## src/rtl/dota_sample_sequencer.sv

```systemverilog
// Sequencer for the digital OTA/comparator cell: enable, settle, sample a programmable
// window of synchronized OTA outputs, and hand the high / high-Z counts to the host.
module dota_sample_sequencer #(
  parameter int SETTLE_CYC = 4,
  parameter int WIN_W      = 8
) (
  input  logic             clk,
  input  logic             rst,
  input  logic             start,
  input  logic             abort,
  input  logic [WIN_W-1:0] win_len,
  input  logic             cmp_in,
  input  logic             cmp_drv,
  output logic             ota_enable,
  output logic             busy,
  output logic             res_valid,
  input  logic             res_ready,
  output logic [WIN_W-1:0] res_high,
  output logic [WIN_W-1:0] res_hiz
);

  localparam logic [1:0] IDLE    = 2'd0;
  localparam logic [1:0] SETTLE  = 2'd1;
  localparam logic [1:0] MEASURE = 2'd2;
  localparam logic [1:0] DONE    = 2'd3;

  localparam int SW = (SETTLE_CYC > 1) ? $clog2(SETTLE_CYC) : 1;
  localparam logic [SW-1:0] SETTLE_LAST = SW'(SETTLE_CYC - 1);

  logic [1:0]       state;
  logic [SW-1:0]    settle_cnt;
  logic [WIN_W-1:0] meas_cnt;
  logic [WIN_W-1:0] win_q;
  logic             cmp_s1, cmp_s2;
  logic             drv_s1, drv_s2;

  always_ff @(posedge clk) begin
    if (rst) begin
      state      <= IDLE;
      settle_cnt <= '0;
      meas_cnt   <= '0;
      win_q      <= '0;
      res_high   <= '0;
      res_hiz    <= '0;
      cmp_s1     <= 1'b0;
      cmp_s2     <= 1'b0;
      drv_s1     <= 1'b0;
      drv_s2     <= 1'b0;
    end else begin
      cmp_s1 <= cmp_in;
      cmp_s2 <= cmp_s1;
      drv_s1 <= cmp_drv;
      drv_s2 <= drv_s1;
      case (state)
        IDLE: begin
          if (start) begin
            win_q      <= win_len;
            res_high   <= '0;
            res_hiz    <= '0;
            settle_cnt <= '0;
            state      <= SETTLE;
          end
        end
        SETTLE: begin
          if (abort) begin
            state <= IDLE;
          end else if (settle_cnt == SETTLE_LAST) begin
            meas_cnt <= '0;
            // A zero-length window skips sampling entirely.
            state    <= (win_q == '0) ? DONE : MEASURE;
          end else begin
            settle_cnt <= settle_cnt + SW'(1);
          end
        end
        MEASURE: begin
          if (abort) begin
            state <= IDLE;
          end else begin
            if (!drv_s2)
              res_hiz <= res_hiz + WIN_W'(1);
            else if (cmp_s2)
              res_high <= res_high + WIN_W'(1);
            if (meas_cnt == win_q - WIN_W'(1))
              state <= DONE;
            else
              meas_cnt <= meas_cnt + WIN_W'(1);
          end
        end
        default: begin
          if (res_ready)
            state <= IDLE;
        end
      endcase
    end
  end

  assign busy       = (state == SETTLE) || (state == MEASURE);
  assign ota_enable = busy;
  assign res_valid  = (state == DONE);

endmodule
```

## config.mk

```make
export PLATFORM = sky130hd
export DESIGN_NAME = dota_sample_sequencer
export DESIGN_NICKNAME = d
export VERILOG_FILES = /design/src/rtl/dota_sample_sequencer.sv
export SDC_FILE = /design/constraint.sdc
export NUM_CORES = 1
export LEC_CHECK = 0
export ABC_AREA = 1
export BUFFER_PORTS_ARGS = -buffer_cell sky130_fd_sc_hd__buf_2
export CAP_MARGIN = 20
export CORE_UTILIZATION = 51
export CTS_CLUSTER_SIZE = 12
export DETAILED_ROUTE_END_ITERATION = 7
export GPL_TIMING_DRIVEN = 0
export PLACE_DENSITY_LB_ADDON = 0.08
export RECOVER_POWER = 50
export SYNTH_ARGS = -nofsm -noshare
export SYNTH_HDL_FRONTEND = slang
export SYNTH_SLANG_ARGS = --single-unit
```

## constraint.sdc

```tcl
create_clock -name clk -period 1.9 [get_ports clk]
set_input_delay 0.38 -clock clk [delete_from_list [all_inputs] [get_ports clk]]
set_output_delay 0.38 -clock clk [all_outputs]
set_load 0.01 [all_outputs]
```

# After elaboration in Yosys (flattened, before gate mapping)
# Cells that the tools add are included.
[totals]
ff_bits = 40
out_inout_bits = 19
[op_classes]
add_sub_neg = 5
eq_ne = 16
mux = 25
n_reduce_logical = 13
[ops]
columns = ["op", "count"]
rows = [
  ["$mux W8", 10],
  ["$pmux W8 S2", 3],
  ["$add A8 B1 Y8 const B", 3],
  ["$mux W2", 9],
  ["$ne A2 B2 Y1 const B", 9],
  ["$reduce_and A4 Y1", 3],
  ["$reduce_and A5 Y1", 2],
  ["$eq A8 B8 Y1", 1],
  ["$logic_not A8 Y1", 1],
  ["$sub A8 B1 Y8 const B", 1],
  ["$eq A2 B2 Y1 const B", 3],
  ["$ne A3 B3 Y1 const B", 2],
  ["$pmux W2 S3", 1],
  ["$reduce_bool A2 Y1", 3],
  ["$pmux W2 S2", 1],
  ["$reduce_bool A4 Y1", 1],
  ["$add A2 B1 Y2 const B", 1],
  ["$eq A2 B1 Y1 const B", 1],
  ["$logic_not A2 Y1", 1],
  ["$reduce_and A2 Y1", 1],
  ["$logic_or A1 B1 Y1", 1],
  ["$mux W1", 1],
]

# Longest topological paths before layout
[depth]
depth_word = 5
mapped_depth = 14

# Worst setup path before layout
# No wires, ideal clock.
[synth_timing]
kind = "register to register"
startpoint = "reg state[0]"
endpoint = "reg res_high[7]"
arrival_time_ns = 1.651
t_required_ns = 1.785
setup_slack_ns = 0.134
path_stages_with_launch = 12
synth_period_minus_slack_ns = 1.766
cell_sequence = "dfxtp_1 inv_1 ha_1 buf_4 nand2_4 nand2_4 nor3b_4 nand4_4 nor2_2 nand3_1 nand2_1 nor2_1"
[synth_via]
elab_chain_cells = 3
elab_cells_between_ends = 9
cone_classes = "eq/ne: 5; mux: 1; reduce/logical: 3"
[synth_lines]
columns = ["item", "line_no", "source"]
rows = [
  ["start, declared", "30", "logic [1:0] state;"],
  ["start signal, assigned", "70", "state <= (win_q == '0) ? DONE : MEASURE;"],
  ["$eq A2 B2 Y1 or $logic_not A2 Y1 (tied branches)", "54", "case (state)"],
  ["$ne A2 B2 Y1 (no line) or $reduce_bool A2 Y1 (tied branches)", "n/a", ""],
  ["$reduce_and A5 Y1 (no line)", "n/a", ""],
  ["end signal, assigned", "82", "res_high <= res_high + WIN_W'(1);"],
  ["end, declared", "18", "output logic [WIN_W-1:0] res_high,"],
]
# Several ways; a longest one is shown, not always the timed one.
# A chain may end at the register's enable or synchronous reset.

# Worst setup path in the final report
[layout_timing]
startpoint = "reg state[1]"
endpoint = "reg meas_cnt[4]"
[layout_via]
elab_chain_cells = 3
elab_cells_between_ends = 9
cone_classes = "eq/ne: 6; mux: 1; reduce/logical: 2"
[layout_lines]
columns = ["item", "line_no", "source"]
rows = [
  ["$eq A2 B2 Y1 or $eq A2 B1 Y1 (tied branches)", "54", ""],
  ["$ne A2 B2 Y1 (no line) or $reduce_bool A2 Y1 (tied branches)", "n/a", ""],
  ["$reduce_and A5 Y1 (no line)", "n/a", ""],
  ["end signal, assigned", "86", "meas_cnt <= meas_cnt + WIN_W'(1);"],
  ["end, declared", "32", "logic [WIN_W-1:0] meas_cnt;"],
]
# Several ways; a longest one is shown, not always the timed one.

==> flow_metrics.tcl <==
set metrics [dict create \
    dp_hpwl_um 3470 \
    regToRegStartpoint "state[1]$_SDFFE_PP0P_" \
    syn-cell-area_mm2 0.00231 \
    synth_top_family_by_area "simple AND/OR/NAND/NOR gates" \
    fin_nets 401 \
    synth-compound-area-share_pct 13.6 \
    grtUsageMet1_pct 26.8 \
    finalSetupViolations 0 \
    run_status "completed" \
    vias 2185 \
    cts.root.buffer_cell "clkbuf_8" \
    cp.required_ns 2.12 \
    clk_pin_slew_ns 0.08 \
    hp-start "cmp_in" \
    power_w 0.00359 \
    drt_iter0_drc 139 \
    die_w_um 69.3 \
    synthAdderAreaFrac_pct 4.88 \
    die_h_um 69.3 \
    clock-sinks 40 \
    antenna-diode-count 0 \
    overflow 0 \
    path_cells "inv_1, ha_2, inv_2, nor2_1, inv_1, a21oi_4, buf_12, buf_4, nand4_1, a21oi_2" \
    start_kind "flop" \
    hold_viol_final 0 \
    max-slew-margin-rel_pct 63.8 \
    grt_max_degree 14 \
    worstSetupPathType "flop to flop" \
    irDropWorstVdd_mv 0.937 \
    hold_ws_ns 0.288 \
    cp.arrival_ns 2.04 \
    hold_class "input pin to flop" \
    synth_cell_types 31 \
    drt.antenna.violating_nets 0 \
    cts_buffers 5 \
    grtUsageTotal_pct 20.2 \
    syn_nets 348 \
    gp_congestion 0.860 \
    hold_buffers 0 \
    synthMuxAreaShare_pct 0 \
    cts_tree "done" \
    ys_seq_area_share_pct 34.7 \
    coreArea_mm2 0.00435 \
    synthXorXnorAreaFrac_pct 4.55 \
    tightest_slew_ns 0.543 \
    fmax_ghz 0.551 \
    leakage_nw 1.29 \
    rsz0062_at_grt "true" \
    drt_first_pass_iters 5 \
    row_count 24 \
    use_met3_pct 3.05 \
    cts_htree_levels 2 \
    antenna_found_initial 0 \
    insertion_delay_ns 0.29 \
    wire_per_inst_um 11.8 \
    crit_path_frequent_cell "inv_1" \
    clk_path_buf_depth 2 \
    finalCriticalPeriod_ns 1.81 \
    synthCells 324 \
    initial_utilization_pct 53.0 \
    skew_ns 0.00717 \
    cpPeakStageDelay_ns 0.37 \
    end_kind "flop" \
    grt.met2_usage_pct 34.5 \
    drive_above_1_share_pct 23.3 \
    route.detailed.drc 0 \
    grt_most_used_layer "met2" \
    ys_warn_count 0 \
    maxCapViolCount 0 \
    boundaryPins 34 \
    grt_pass1_wl_um 8110 \
    syn_avg_cell_area_um2 7.12 \
    finalCritPeriodShare_pct 95.4 \
    die_area_mm2 0.00480 \
    area_delta_synth_final_pct 23.9 \
    power_per_cell_area_mw_per_mm2 1250 \
    synth-simple-area-share_pct 33.2 \
    drt-total-wl_um 5060 \
    portBuffers 32 \
    critPathBufInv 5 \
    path_delay_family "buffers and inverters" \
    slowest_stage "dfxtp_4" \
    slew_violations 0 \
    first_global_vias 1865 \
    via_per_inst 5.08 \
    crit_path_max_fanout 6 \
    critPathLaunch "state[1]$_SDFFE_PP0P_" \
    synth-seq-cells 40 \
]
==> cell usage after synthesis (all sizes together) <==
cell	number	area, µm²
a21oi	32	171
and3	1	7.51
buf	2	15.0
clkbuf	5	20.0
dfxtp	40	801
ha	9	113
inv	47	176
nand2	64	288
nand3	27	145
nand3b	1	7.51
nand4	9	71.3
nor2	40	165
nor3	9	50.1
nor3b	2	31.3
o211a	3	30.0
o21ai	20	104
o21bai	1	7.51
xnor2	2	17.5
xor2	10	87.6
==> final timing paths <==
kind                               to  slack (ns)  cells past startpoint
max reg2reg  meas_cnt[4]$_SDFFE_PP0P_        0.09                     10
max          meas_cnt[4]$_SDFFE_PP0P_        0.09                     10
min                 cmp_s1$_SDFF_PP0_        0.29                      3
min reg2reg         drv_s2$_SDFF_PP0_        0.41                      2
==> tightest hold or removal path, delay by kind of cell <==
kind                   cells  cell delay [ns]
buffers and inverters      2             0.10
AND/OR/NAND/NOR            1             0.06
==> registers in the layout, summed over array words and instances, names as in the netlist, 2 cells and up <==
register,flops
meas_cnt,8
res_high,8
res_hiz,8
win_q,8
settle_cnt,2
state,2
==> cells in the final DEF (no fill, tap or decap), types with 2 or more instances in the layout <==
cell / count
a21oi_4: 2
dfxtp_4: 2
o21ai_1: 2
buf_6: 2
nor3_1: 7
nand4_1: 8
nor2_2: 6
inv_2: 7
clkinvlp_4: 2
o211a_1: 3
nor2_4: 2
a21oi_1: 28
nand3_1: 25
dfxtp_1: 36
a21oi_2: 2
dfxtp_2: 2
nand2_4: 6
inv_1: 38
xnor2_1: 2
ha_4: 3
clkbuf_8: 6
nor2_1: 32
o21ai_0: 17
inv_4: 2
buf_2: 18
buf_4: 13
ha_1: 5
xor2_1: 10
clkbuf_1: 18
nand2_1: 57
==> layout make-up <==
type                       count  area, µm²
clock buffer                   6       82.6
timing repair buffer          46        264
tap                           52       65.1
multi-input combinational    230       1400
sequential                    40        811
fill                         381       1490
inverter                      47        181
buffer                         7       38.8
clock inverter                 2       15.0
==> cells by family (layout without fill, tap and decap cells) <==
family,count (synthesis),count (layout)
buf+inv,54,108
compound gates,56,56
fa+ha+maj,9,9
simple gates,153,153
xor+xnor,12,12
flops,40,40
==> routing by layer <==
layer / wire length, µm / vias to the layer above
met5: 0 / -
met4: 29 / 0
met1: 2490 / 994
met3: 131 / 4
li1: - / 1159
met2: 2410 / 28
==> report_power, final <==
group	total [W]	switching [W]	internal, W
sequential	0.00110	0.000134	0.000967
clock	0.000606	0.000312	0.000294
combinational	0.00188	0.00109	0.000789
==> repair_timing <==
action	4_1_cts	5_1_grt
resized for setup	3	31
pin swaps	1	5
buffers inserted	3	11
setup endpoints to repair	8	19
==> per-stage QoR <==
stage / setup slack (ns) / util, % / area [µm²] / cells / TNS (ns)
5_1_grt: -0.0187 / 65.7 / 2860 / 430 / -0.0892
2_1_floorplan: 0.134 / - / 2310 / 324 / 0
3_5_place_dp: -0.163 / 58.2 / 2530 / 408 / -0.780
6_report: 0.0867 / 65.7 / 2860 / 430 / 0
3_3_place_gp: -0.193 / 58.2 / 2530 / 408 / -0.900
4_1_cts: 0.00411 / 61.2 / 2670 / 419 / 0
Power figures use the tool's default switching activity.
